### config.mk
export PLATFORM = sky130hd
export DESIGN_NAME = load_store_unit
export DESIGN_NICKNAME = d
export VERILOG_FILES = /design/src/rtl/load_store_unit.sv
export SDC_FILE = /design/constraint.sdc
export NUM_CORES = 1
export LEC_CHECK = 0
export BUFFER_PORTS_ARGS = -buffer_cell sky130_fd_sc_hd__buf_2
export CORE_ASPECT_RATIO = 1.2
export CORE_UTILIZATION = 39
export CTS_BUF_LIST = sky130_fd_sc_hd__clkbuf_4 sky130_fd_sc_hd__clkbuf_8 sky130_fd_sc_hd__clkbuf_16
export CTS_CLUSTER_DIAMETER = 100
export DETAILED_ROUTE_END_ITERATION = 8
export PLACE_DENSITY = 0.73
export SETUP_SLACK_MARGIN = 0.15
export SLEW_MARGIN = 10
export SYNTH_ARGS = -nofsm -noshare
export SYNTH_HDL_FRONTEND = slang
export SYNTH_SLANG_ARGS = --single-unit
### constraint.sdc
create_clock -name clk -period 6.2 [get_ports clk]
set_input_delay 0.62 -clock clk [delete_from_list [all_inputs] [get_ports clk]]
set_output_delay 0.62 -clock clk [all_outputs]
set_load 0.02 [all_outputs]
### src/rtl/load_store_unit.sv
// Load/store unit: one outstanding access to a word-wide DataMemory.
// Sub-word stores are performed as read-modify-write of the containing word.
module load_store_unit #(
    parameter int ADDR_W = 32
) (
    input  logic              clk,
    input  logic              rst_n,
    input  logic              req_valid,
    output logic              req_ready,
    input  logic              req_write,
    input  logic [1:0]        req_size,
    input  logic              req_signed,
    input  logic [ADDR_W-1:0] req_addr,
    input  logic [31:0]       req_wdata,
    output logic              resp_valid,
    output logic [31:0]       resp_rdata,
    output logic              resp_err,
    output logic [ADDR_W-1:0] address,
    output logic [31:0]       write_data,
    output logic              write_enable,
    input  logic [31:0]       read_data
);

    localparam logic [1:0] IDLE  = 2'd0;
    localparam logic [1:0] READ  = 2'd1;
    localparam logic [1:0] WRITE = 2'd2;
    localparam logic [1:0] RESP  = 2'd3;

    localparam logic [1:0] SZ_BYTE = 2'b00;
    localparam logic [1:0] SZ_HALF = 2'b01;
    localparam logic [1:0] SZ_WORD = 2'b10;

    logic [1:0]        state_q, state_d;
    logic              write_q;
    logic [1:0]        size_q;
    logic              signed_q;
    logic [1:0]        lane_q;
    logic [31:0]       wdata_q;
    logic [ADDR_W-1:0] address_q;
    logic [31:0]       write_data_q;
    logic [31:0]       resp_rdata_q;
    logic              resp_err_q;
    logic              req_err;

    function automatic logic access_error(input logic [1:0] size, input logic [1:0] lane);
        logic err;
        case (size)
            SZ_BYTE: err = 1'b0;
            SZ_HALF: err = lane[0];
            SZ_WORD: err = |lane;
            default: err = 1'b1;
        endcase
        return err;
    endfunction

    function automatic logic [31:0] extend_load(input logic [31:0] word, input logic [1:0] size,
                                                input logic sgn, input logic [1:0] lane);
        logic signed [7:0]  b;
        logic signed [15:0] h;
        logic signed [31:0] ext;
        b = word[{lane, 3'b000} +: 8];
        h = lane[1] ? word[31:16] : word[15:0];
        case (size)
            SZ_BYTE: ext = sgn ? 32'(b) : $signed({24'd0, b});
            SZ_HALF: ext = sgn ? 32'(h) : $signed({16'd0, h});
            default: ext = $signed(word);
        endcase
        return ext;
    endfunction

    function automatic logic [31:0] merge_store(input logic [31:0] old, input logic [31:0] wdata,
                                                input logic [1:0] size, input logic [1:0] lane);
        logic [31:0] w;
        w = old;
        case (size)
            SZ_BYTE: w[{lane, 3'b000} +: 8]   = wdata[7:0];
            SZ_HALF: w[{lane[1], 4'b0000} +: 16] = wdata[15:0];
            default: w = wdata;
        endcase
        return w;
    endfunction

    assign req_ready    = (state_q == IDLE);
    assign resp_valid   = (state_q == RESP);
    assign write_enable = (state_q == WRITE);
    assign address      = address_q;
    assign write_data   = write_data_q;
    assign resp_rdata   = resp_rdata_q;
    assign resp_err     = resp_err_q;
    assign req_err      = access_error(req_size, req_addr[1:0]);

    always_comb begin
        state_d = state_q;
        case (state_q)
            IDLE: begin
                if (req_valid) begin
                    if (req_err)                              state_d = RESP;
                    else if (req_write && req_size == SZ_WORD) state_d = WRITE;
                    else                                      state_d = READ;
                end
            end
            READ:    state_d = write_q ? WRITE : RESP;
            WRITE:   state_d = RESP;
            default: state_d = IDLE;
        endcase
    end

    // Request fields are only meaningful while an access is in flight, so they need no reset.
    always_ff @(posedge clk) begin
        if (req_valid && req_ready) begin
            write_q  <= req_write;
            size_q   <= req_size;
            signed_q <= req_signed;
            lane_q   <= req_addr[1:0];
            wdata_q  <= req_wdata;
        end
    end

    always_ff @(posedge clk or negedge rst_n) begin
        if (!rst_n) begin
            state_q      <= IDLE;
            address_q    <= '0;
            write_data_q <= '0;
            resp_rdata_q <= '0;
            resp_err_q   <= 1'b0;
        end else begin
            state_q <= state_d;
            case (state_q)
                IDLE: begin
                    if (req_valid) begin
                        if (req_err) begin
                            resp_err_q   <= 1'b1;
                            resp_rdata_q <= '0;
                        end else begin
                            address_q <= {req_addr[ADDR_W-1:2], 2'b00};
                            if (req_write && req_size == SZ_WORD) write_data_q <= req_wdata;
                        end
                    end
                end
                READ: begin
                    if (write_q) begin
                        write_data_q <= merge_store(read_data, wdata_q, size_q, lane_q);
                    end else begin
                        resp_rdata_q <= extend_load(read_data, size_q, signed_q, lane_q);
                        resp_err_q   <= 1'b0;
                    end
                end
                WRITE: begin
                    resp_rdata_q <= '0;
                    resp_err_q   <= 1'b0;
                end
                default: ;
            endcase
        end
    end

endmodule

==> results.yml, run 1 <==
outcome:
  outcome: "complete, no violations"
cts:
  clock_latency_ns: 0.43
  postCtsHoldBufs: 0
  cts_htree_levels: 4
  cts.repair.resized: 0
  cts.clk_slew.worst_paths_ns: 0.06
  tritoncts: "yes"
  ctsRootBufferMaster: "sky130_fd_sc_hd__clkbuf_16"
  clock_sink_count: 135
  cts_made_buffers: 17
  ctsLongestPathBuffers: 2
  cts_post_setup_buffers_inserted: 0
worst_setup_path:
  cp.required_ns: 6.44
  path_class: "reg2reg"
  critical_path_arrival_ns: 3.29
  worstPathMaxFanout: 54
  critical_path.endpoint_type: "flip-flop"
  critPathLaunchType: "flip-flop"
grt:
  grt-ovfl-total: 0
  grt_pass1_vias: 6162
  first_pass_grt_wire_length_mm: 35.7
  grt_antenna_before_repair: 2
  grtUsageTotal: 0.246
  largest_net_degree_at_the_start_of_global_routing: 69
synth:
  netlist-cell-type-count: 53
  synth-edff-count: 38
  ys.warnings.count: 0
  yosys-top-cells-count: "sky130_fd_sc_hd__dfrtp_1 (97), sky130_fd_sc_hd__mux2_2 (52), sky130_fd_sc_hd__o21ai_0 (49)"
  synth_top_cell_area_share: 0.334
  yosysSeqAreaShare: 0.492
  postSynthCellCount: 659
  share_of_flip_flops_with_an_asynchronous_set_or_reset: 0.719
  synthesis.area_per_instance_um2: 11.0
  postSynth.topFlopCell: "sky130_fd_sc_hd__dfrtp_1"
  yosys.cell_count.top_type: "sky130_fd_sc_hd__dfrtp_1"
  synth.area.top_cells: "sky130_fd_sc_hd__dfrtp_1 (33%), sky130_fd_sc_hd__edfxtp_1 (16%), sky130_fd_sc_hd__mux2_2 (8.1%)"
  postSynthRegisterBits: 135
  syn-cell-area_um2: 7260
  yosysTopAreaCell: "sky130_fd_sc_hd__dfrtp_1"
sta:
  final-setup-viol-count: 0
  maxClockFrequency_ghz: 0.328
  max_slew.worst_pin.slew_ns: 1.30
  layout_min_cycle_time_ns: 3.05
  setup_repair_after_global_routing_missed_its_margin: "false"
  final.setup_skew_ns: 0.0146
  setup_total_negative_slack_ns: 0
  final.period_utilization: 0.492
  drv_slew: 0
  max-slew-margin-rel: 0.132
  finalHoldViolCount: 0
final_layout:
  area.sequential_um2: 3570
  fillCellCount: 1633
  area_taken_by_multi_input_logic_gates_um2: 3330
  final_layout_size_suffix_gt1_frac: 0.369
  area_delta_synth_final_pct: 23.8
  post-route-cell-area_um2: 8990
  finalNetCount: 945
routing:
  drt_pre_antenna_iters: 6
  ant_nets: 0
  drcViolationCount: 0
  drt_iter0_drc: 734
  post_drt_via_cell_ratio: 5.99
  routedWlPerCell_um: 21.5
  detail_route.wirelength_mm: 23.0
  dr_total_vias: 6419
floorplan:
  num_io_pins: 203
  std_cell_rows: 54
  die_area_um2: 19200
  die_h_um: 151
  design.core.area_um2: 18200
  start_util: 0.399
  chipWidth_um: 127
placed_design:
  placedInstanceArea_um2: 8350
  gp_congestion: 0.846
  portBuffers: 200
  place_hpwl_mm: 16.1
power:
  power.sequential.fraction: 0.325
  switching_share: 0.410
  ir_drop_mv: 0.282
  total_leakage_power_nw: 4.00
  internal-power_mw: 2.64
  part_of_the_total_power_dissipated_in_the_clock_network: 0.241
  power.switching_mw: 1.84
  powerDensity_nw_per_um2: 499
  comb_power_share: 0.435
job:
  cap_viol_max_count: 0
min_path:
  type_of_the_most_critical_hold_path: "in2async"
power by group through the flow:
stage	clock network, mW	registers [mW]	logic (mW)
floorplan	0	1.75	1.03
global placement	0	1.46	1.90
detailed placement	0	1.46	1.94
CTS	1.09	1.45	1.94
global route	1.13	1.49	2.12
finish	1.08	1.46	1.95
placed cells by master, fill, tap and decap left out, drive strengths merged, types with 13 or more instances in the layout:
| cell | instances |
|---|---|
| edfxtp | 38 |
| mux2 | 52 |
| o22ai | 15 |
| inv | 26 |
| a22o | 41 |
| mux2i | 13 |
| a21oi | 23 |
| o21ai | 59 |
| a221oi | 16 |
| buf | 211 |
| nand2 | 39 |
| o31ai | 23 |
| a211oi | 14 |
| dfrtp | 97 |
| nor2 | 46 |
| clkbuf | 17 |
stage by stage:
stage          utilization  worst slack [ns]  cells  hold slack [ns]  power, mW
6_report             0.494              3.15   1072            0.108       4.48
5_1_grt              0.494              2.85   1072            0.123       4.74
4_1_cts              0.494              3.16   1070            0.102       4.49
3_5_place_dp         0.460              3.16   1038            0.475       3.40
3_3_place_gp         0.460              3.25   1038            0.473       3.35
2_1_floorplan            -              3.50    660            0.324       2.79
per-layer routing:
layer  vias to the layer above  global-route usage  routed length (um)
li1                       2878                   -                   -
met4                         0              0.0994                 677
met1                      3133               0.315                9240
met5                         -                   0                   0
met3                        49              0.0653                2050
met2                       359               0.398               11100
final cells by class:
class                      instances  share of cell area
antenna                            2            0.000557
clock buffer                      17              0.0473
clock inverter                    15              0.0223
inverter                          25              0.0104
multi-input combinational        443               0.370
sequential                       135               0.397
tap                              224              0.0312
timing repair buffer             211               0.121
registers in the layout, summed over array words and instances, names as in the netlist:
signal      flops
resp_err        1
write_data     32
wdata_q        32
lane_q          2
write_q         1
address        30
signed_q        1
size_q          2
resp_rdata     32
state_q         2
critical path, stage by stage, from the launching register on:
cell,delay (ns)
sky130_fd_sc_hd__dfrtp_1,0.40
sky130_fd_sc_hd__inv_1,0.10
sky130_fd_sc_hd__ha_1,0.14
sky130_fd_sc_hd__buf_4,0.47
sky130_fd_sc_hd__nand2b_1,0.13
sky130_fd_sc_hd__o21ai_1,0.10
sky130_fd_sc_hd__buf_4,0.31
sky130_fd_sc_hd__or2_1,0.97
sky130_fd_sc_hd__o31ai_1,0.22
kinds of logic (layout without fill, tap and decap cells):
group | count (synthesis) | count (layout) | synth area share
adders and majority gates | 9 | 9 | 0.0155
and+or+nand+nor | 115 | 115 | 0.0740
buffers and inverters | 82 | 268 | 0.0510
other | 1 | 4 | 0.000517
muxes | 72 | 72 | 0.120
AOI/OAI and AO/OA | 245 | 245 | 0.247
DFF | 135 | 135 | 0.492
final timing paths:
check	from	to	slack, ns	depth (start not counted)
max	state_q[1]$_DFFE_PN0N_	write_data[14]$_DFFE_PN0P_	3.15	8
min	rst_n	address[14]$_DFFE_PN0P_	0.11	1
min in group clk	req_wdata[27]	wdata_q[27]$_DFFE_PP_	0.38	1
max in group asynchronous	rst_n	write_data[26]$_DFFE_PN0P_	4.87	2
min reg2reg	resp_rdata[13]$_DFFE_PN0P_	resp_rdata[13]$_DFFE_PN0P_	0.48	1
max reg2reg	state_q[1]$_DFFE_PN0N_	write_data[14]$_DFFE_PN0P_	3.15	8
(Power assumes the default switching activity.)
==> inputs of run 2 (changes only) <==
- ABC_AREA: unset -> 1
- PLACE_DENSITY: 0.73 -> 0.72
- clock period: 6.2 -> 3.2 ns (I/O delays scaled with it)
==> run 2 against run 1 <==
Clock skew fell by 0.0035 ns. Non-clock buffer count rose by 4. Utilization decreased by 0.82 points. Worst setup slack lost 2.4 ns. Sequential power is 95% higher. Flip-flop and latch count stayed put. Die area increased by 8.0%. Critical path depth down 1. Count of clock-buffer cells in the layout is the same. Final cell count grew 41%. Synthesized cell count grew 63%. Synthesized area grew 8.1%. Largest cell class is now multi-input combinational cells. Largest power group unchanged.
==> results.yml, run 2 <==
outcome:
  outcome: "complete, no violations"
final_layout:
  post-route-cell-area_um2: 9540
  area.sequential_um2: 3570
  final_layout_size_suffix_gt1_frac: 0.232
  finalNetCount: 1351
  most_frequent_standard_cell_in_the_layout_excluding_fill_and_tap_cells: "sky130_fd_sc_hd__nand2_1"
  most-common-layout-cells: "sky130_fd_sc_hd__nand2_1 (360), sky130_fd_sc_hd__buf_2 (199), sky130_fd_sc_hd__nor2_1 (138)"
  antenna-diode-count: 0
  final_cell_count_no_fill: 1513
  area_delta_synth_final_pct: 21.6
  fillCellCount: 1978
  area_taken_by_multi_input_logic_gates_um2: 3780
routing:
  routedWlPerCell_um: 16.7
  length_of_routed_met2_wiring_mm: 11.9
  detailroute.wirelength.met3_mm: 2.19
  top_signal_layer_used: "met4"
  ant_nets: 0
  drt_pre_antenna_iters: 6
  post_drt_via_cell_ratio: 5.32
  drt_iter0_drc: 821
  drcViolationCount: 0
  dr_total_vias: 8050
  detail_route.wirelength.met1_mm: 10.5
  detail_route.wirelength_mm: 25.2
cts:
  cts_htree_levels: 4
  clock_sink_count: 135
  cts_made_buffers: 17
  cts_post_setup_buffers_inserted: 0
  cts.repair.resized: 0
  postCtsHoldBufs: 0
  tritoncts: "yes"
  clock_latency_ns: 0.43
  ctsLongestPathBuffers: 2
  cts.clk_slew.worst_paths_ns: 0.07
  ctsRootBufferMaster: "sky130_fd_sc_hd__clkbuf_16"
synth:
  syn-cell-area_um2: 7850
  yosys-top-cells-count: "sky130_fd_sc_hd__nand2_1 (360), sky130_fd_sc_hd__nor2_1 (139), sky130_fd_sc_hd__nand3_1 (100)"
  synth-simple-area-share: 0.341
  synth-edff-count: 38
  postSynth.topFlopCell: "sky130_fd_sc_hd__dfrtp_1"
  yosysSeqAreaShare: 0.455
  postSynthCellCount: 1075
  synth-compound-area-share: 0.126
  yosys-mux-area-fraction: 0
  synthAdderAreaFrac: 0.0144
  post_synth_xor_area_fraction: 0
  synthesis.area_per_instance_um2: 7.30
  ys.warnings.count: 0
  synth.area.top_cells: "sky130_fd_sc_hd__dfrtp_1 (31%), sky130_fd_sc_hd__nand2_1 (17%), sky130_fd_sc_hd__edfxtp_1 (15%)"
  netlist-cell-type-count: 31
  synth_top_family_by_area: "simple AND/OR/NAND/NOR gates"
  yosys.cell_count.top_type: "sky130_fd_sc_hd__nand2_1"
  yosysTopAreaCell: "sky130_fd_sc_hd__dfrtp_1"
  share_of_flip_flops_with_an_asynchronous_set_or_reset: 0.719
  synth_top_cell_area_share: 0.309
  postSynthRegisterBits: 135
placed_design:
  placedInstanceArea_um2: 8950
  place_hpwl_mm: 18.1
  dp_cells: 1481
  gp_congestion: 0.971
  portBuffers: 200
floorplan:
  chipWidth_um: 131
  num_io_pins: 203
  design.core.area_um2: 19600
  die_h_um: 157
  start_util: 0.400
  die_area_um2: 20700
  std_cell_rows: 56
grt:
  largest_net_degree_at_the_start_of_global_routing: 81
  grt-ovfl-total: 0
  first_pass_grt_wire_length_mm: 39.4
  grtUsageTotal: 0.244
  grt_antenna_before_repair: 0
  grt_pass1_vias: 7378
sta:
  final_hold_slack_ns: 0.0702
  max-slew-margin-rel: 0.186
  setup_repair_after_global_routing_missed_its_margin: "false"
  drv_slew: 0
  setup_total_negative_slack_ns: 0
  max_slew.worst_pin.slew_ns: 1.22
  final-setup-viol-count: 0
  maxClockFrequency_ghz: 0.410
  final.period_utilization: 0.762
  layout_min_cycle_time_ns: 2.44
  finalHoldViolCount: 0
  final.setup_skew_ns: 0.0111
worst_setup_path:
  path_class: "reg2reg"
  critPathLaunchType: "flip-flop"
  critPathMaxStageDelay_ns: 0.87
  worstPathCellList: "inv_2, nand2_1, nor2_2, nand2_1, nand3_1, nor2_1, o21ai_1"
  critical_path_arrival_ns: 2.80
  cpMostUsedCell: "sky130_fd_sc_hd__nand2_1"
  worstPathMaxFanout: 31
  critical_path.endpoint_type: "flip-flop"
  worst_path_max_delay_cell: "sky130_fd_sc_hd__edfxtp_1"
  cp.required_ns: 3.56
power:
  powerDensity_nw_per_um2: 928
  ir_drop_mv: 0.554
  total_leakage_power_nw: 4.79
job:
  cap_viol_max_count: 0
min_path:
  type_of_the_most_critical_hold_path: "in2async"
run 2: per-stage QoR:
stage          utilization  total power [mW]  setup WS [ns]
2_1_floorplan            -              5.59           1.05
3_3_place_gp         0.456              6.81          0.874
3_5_place_dp         0.456              6.89          0.779
4_1_cts              0.486              8.87          0.794
5_1_grt              0.486              9.45          0.553
6_report             0.486              8.85          0.762
run 2: kinds of logic (layout without fill, tap and decap cells):
group,after synthesis,after routing
and+or+nand+nor,641,641
AOI/OAI and AO/OA,182,182
DFF,135,135
buffers and inverters,107,283
adders and majority gates,9,9
other,1,2
run 2: final timing paths:
path | start | to | slack [ns] | cells past startpoint
min in group clk | req_wdata[8] | wdata_q[8]$_DFFE_PP_ | 0.08 | 1
setup / recovery | size_q[1]$_DFFE_PP_ | write_data[8]$_DFFE_PN0P_ | 0.76 | 7
hold / removal | rst_n | write_data[10]$_DFFE_PN0P_ | 0.07 | 1
max in group asynchronous | rst_n | resp_rdata[20]$_DFFE_PN0P_ | 2.22 | 2
hold reg to reg | resp_rdata[11]$_DFFE_PN0P_ | resp_rdata[11]$_DFFE_PN0P_ | 0.48 | 2
setup reg to reg | size_q[1]$_DFFE_PP_ | write_data[8]$_DFFE_PN0P_ | 0.76 | 7
run 2: worst max-delay path: cells and delay by family, from the launching register on:
kind            cells  cell delay (ns)
simple gates        5             1.17
flops               1             0.87
buf+inv             1             0.18
compound gates      1             0.13
run 2: cell type report:
cell class | instances | area share
tap | 261 | 0.0342
clock inverter | 15 | 0.0177
sequential | 135 | 0.374
clock buffer | 17 | 0.0446
timing repair buffer | 215 | 0.118
multi-input combinational | 834 | 0.397
inverter | 36 | 0.0144
run 2: where the power goes:
group	internal [mW]	switching, mW	leakage [nW]
sequential	2.43	0.409	1.59
clock	1.06	0.914	0.294
combinational	1.26	2.77	2.90
run 2: metal layers:
| layer | track usage | vias up |
|---|---|---|
| li1 | - | 3838 |
| met2 | 0.398 | 442 |
| met3 | 0.0480 | 59 |
| met5 | 0 | - |
| met4 | 0.0858 | 0 |
| met1 | 0.324 | 3711 |
==> inputs of run 3 (changes only) <==
- PLACE_DENSITY: 0.72 -> 0.74
- clock period: 3.2 -> 2 ns (I/O delays scaled with it)
==> run 3 against run 2 <==
Sequential power grew 58%. Largest cell class unchanged. Power up 64%. Global-route usage grew 1.2 points. Count of clock-buffer cells in the layout grew 1.
==> results.yml, run 3 (synthesis results as in run 2) <==
worst_setup_path:
  rr_worst_depth: 8
  critical_path.reg2reg.endpoint: "write_data[23]$_DFFE_PN0P_"
  critical_path_arrival_ns: 2.17
  critPathLaunchType: "flip-flop"
  reg2reg_setup_slack_ns: 0.20
  critical_path.endpoint_type: "flip-flop"
  critical_path.reg2reg.startpoint: "lane_q[1]$_DFFE_PP_"
  cp.required_ns: 2.36
  worstPathMaxFanout: 9
  path_class: "reg2reg"
sta:
  setup_total_negative_slack_ns: 0
  drv_slew: 0
  setup_repair_after_global_routing_missed_its_margin: "false"
  maxClockFrequency_ghz: 0.554
  final.setup_skew_ns: 0.0115
  final_critical_path_setup_slack_ns: 0.196
  final.period_utilization: 0.902
  final-setup-viol-count: 0
  layout_min_cycle_time_ns: 1.80
  finalHoldViolCount: 0
routing:
  drt_pre_antenna_iters: 5
  drcViolationCount: 0
  drt_iter0_drc: 765
  dr_total_vias: 8244
  routedWlPerCell_um: 16.5
  detail_route.wirelength_mm: 26.4
  post_drt_via_cell_ratio: 5.16
  ant_nets: 0
final_layout:
  most-common-layout-cells: "sky130_fd_sc_hd__nand2_1 (360), sky130_fd_sc_hd__buf_2 (199), sky130_fd_sc_hd__nor2_1 (135)"
  most_frequent_standard_cell_in_the_layout_excluding_fill_and_tap_cells: "sky130_fd_sc_hd__nand2_1"
  antenna-diode-count: 0
  finalNetCount: 1437
  area_delta_synth_final_pct: 33.3
  final_layout_size_suffix_gt1_frac: 0.236
cts:
  ctsRootBufferMaster: "sky130_fd_sc_hd__clkbuf_16"
  tritoncts: "yes"
  clock_latency_ns: 0.43
  clock_sink_count: 135
  cts_made_buffers: 17
  ctsLongestPathBuffers: 2
  cts.clk_slew.worst_paths_ns: 0.07
  cts_htree_levels: 4
power:
  report.power.total_mw: 14.5
  internal-power_mw: 8.02
  powerDensity_nw_per_um2: 1390
  total_leakage_power_nw: 5.17
  switching_share: 0.449
  power.switching_mw: 6.53
  part_of_the_total_power_dissipated_in_the_clock_network: 0.217
  comb_power_share: 0.475
  power.sequential.fraction: 0.308
  ir_drop_mv: 0.893
outcome:
  outcome: "complete, no violations"
floorplan:
  design.core.area_um2: 19600
  num_io_pins: 203
  chipWidth_um: 131
  die_area_um2: 20700
  die_h_um: 157
  start_util: 0.400
  std_cell_rows: 56
grt:
  grt-ovfl-total: 0
  grt_pass1_vias: 7927
  grt_antenna_before_repair: 0
  largest_net_degree_at_the_start_of_global_routing: 65
  grtUsageTotal: 0.256
  first_pass_grt_wire_length_mm: 41.4
placed_design:
  place_hpwl_mm: 18.8
  preCtsSetupSlack_ns: 0.0758
  gp_congestion: 0.960
  portBuffers: 200
min_path:
  holdPathStages: 4
  type_of_the_most_critical_hold_path: "in2reg"
  timing.hold.worst.start: "req_valid"
  hold-path-endpoint: "state_q[0]$_DFFE_PN0N_"
job:
  cap_viol_max_count: 0
-- run 3: cell count changes in the layout (fill, tap and decap cells not counted), sizes merged, moves of 2 or more --
| cell | previous run | this run |
|---|---|---|
| buf | 215 | 232 |
| dlygate4sd3 | 0 | 69 |
| clkinv | 3 | 1 |
| inv | 48 | 46 |
| clkinvlp | 0 | 2 |
-- run 3: worst max path at each step --
stage / endpoint / start / cells after the start / slack [ns]
3_5_place_dp: resp_rdata[3]$_DFFE_PN0P_ / state_q[1]$_DFFE_PN0N_ / 8 / 0.08
2_1_floorplan: write_data[16]$_DFFE_PN0P_ / lane_q[1]$_DFFE_PP_ / 11 / 0.15
6_report: write_data[23]$_DFFE_PN0P_ / lane_q[1]$_DFFE_PP_ / 8 / 0.20
3_3_place_gp: resp_rdata[15]$_DFFE_PN0P_ / state_q[0]$_DFFE_PN0N_ / 8 / 0.14
5_1_grt: resp_rdata[2]$_DFFE_PN0P_ / state_q[1]$_DFFE_PN0N_ / 10 / 0.12
4_1_cts: resp_rdata[3]$_DFFE_PN0P_ / state_q[1]$_DFFE_PN0N_ / 8 / 0.16
-- run 3: per-layer routing --
| metal | vias up | part of all wire | global-route usage |
|---|---|---|---|
| met5 | - | 0 | 0 |
| met4 | 0 | 0.027 | 0.101 |
| met3 | 59 | 0.076 | 0.0512 |
| met2 | 365 | 0.49 | 0.442 |
| met1 | 3808 | 0.40 | 0.313 |
| li1 | 4012 | - | - |
-- run 3: area by class of cell --
| type | instances | area, um2 |
|---|---|---|
| sequential | 135 | 3570 |
| timing repair buffer | 301 | 2000 |
| clock inverter | 14 | 150 |
| clock buffer | 18 | 439 |
| inverter | 36 | 144 |
| tap | 261 | 327 |
| fill | 1885 | 9160 |
| multi-input combinational | 834 | 3830 |
-- run 3: power groups by stage --
stage	Sequential [mW]	Clock [mW]	Combinational, mW
floorplan	5.43	0	3.54
global placement	4.50	0	6.50
detailed placement	4.50	0	6.61
CTS	4.48	3.19	6.78
global route	4.60	3.30	7.62
finish	4.48	3.15	6.91
-- run 3: through the flow --
stage          std cells  hold slack (ns)  area (um2)   util
2_1_floorplan       1076          -0.0956        7870      -
4_1_cts             1597            0.114       10400  0.530
3_3_place_gp        1496            0.176        9100  0.464
3_5_place_dp        1496            0.177        9100  0.464
6_report            1599            0.117       10500  0.533
5_1_grt             1599            0.143       10500  0.533
-- run 3: critical path, stage by stage (launching register included) --
cell                       delay, ns
sky130_fd_sc_hd__edfxtp_1       0.46
sky130_fd_sc_hd__inv_4          0.07
sky130_fd_sc_hd__ha_2           0.35
sky130_fd_sc_hd__inv_2          0.09
sky130_fd_sc_hd__nor2_2         0.25
sky130_fd_sc_hd__nand2_1        0.14
sky130_fd_sc_hd__a21oi_1        0.16
sky130_fd_sc_hd__nor2_1         0.09
sky130_fd_sc_hd__o21ai_1        0.13
-- run 3: timing repair --
item,in CTS,in global routing
buffers inserted,0,2
setup endpoints to repair,16,85
cloned,0,0
resized for setup,3,14
endpoints found under the hold margin,96,0
hold buffers,69,0
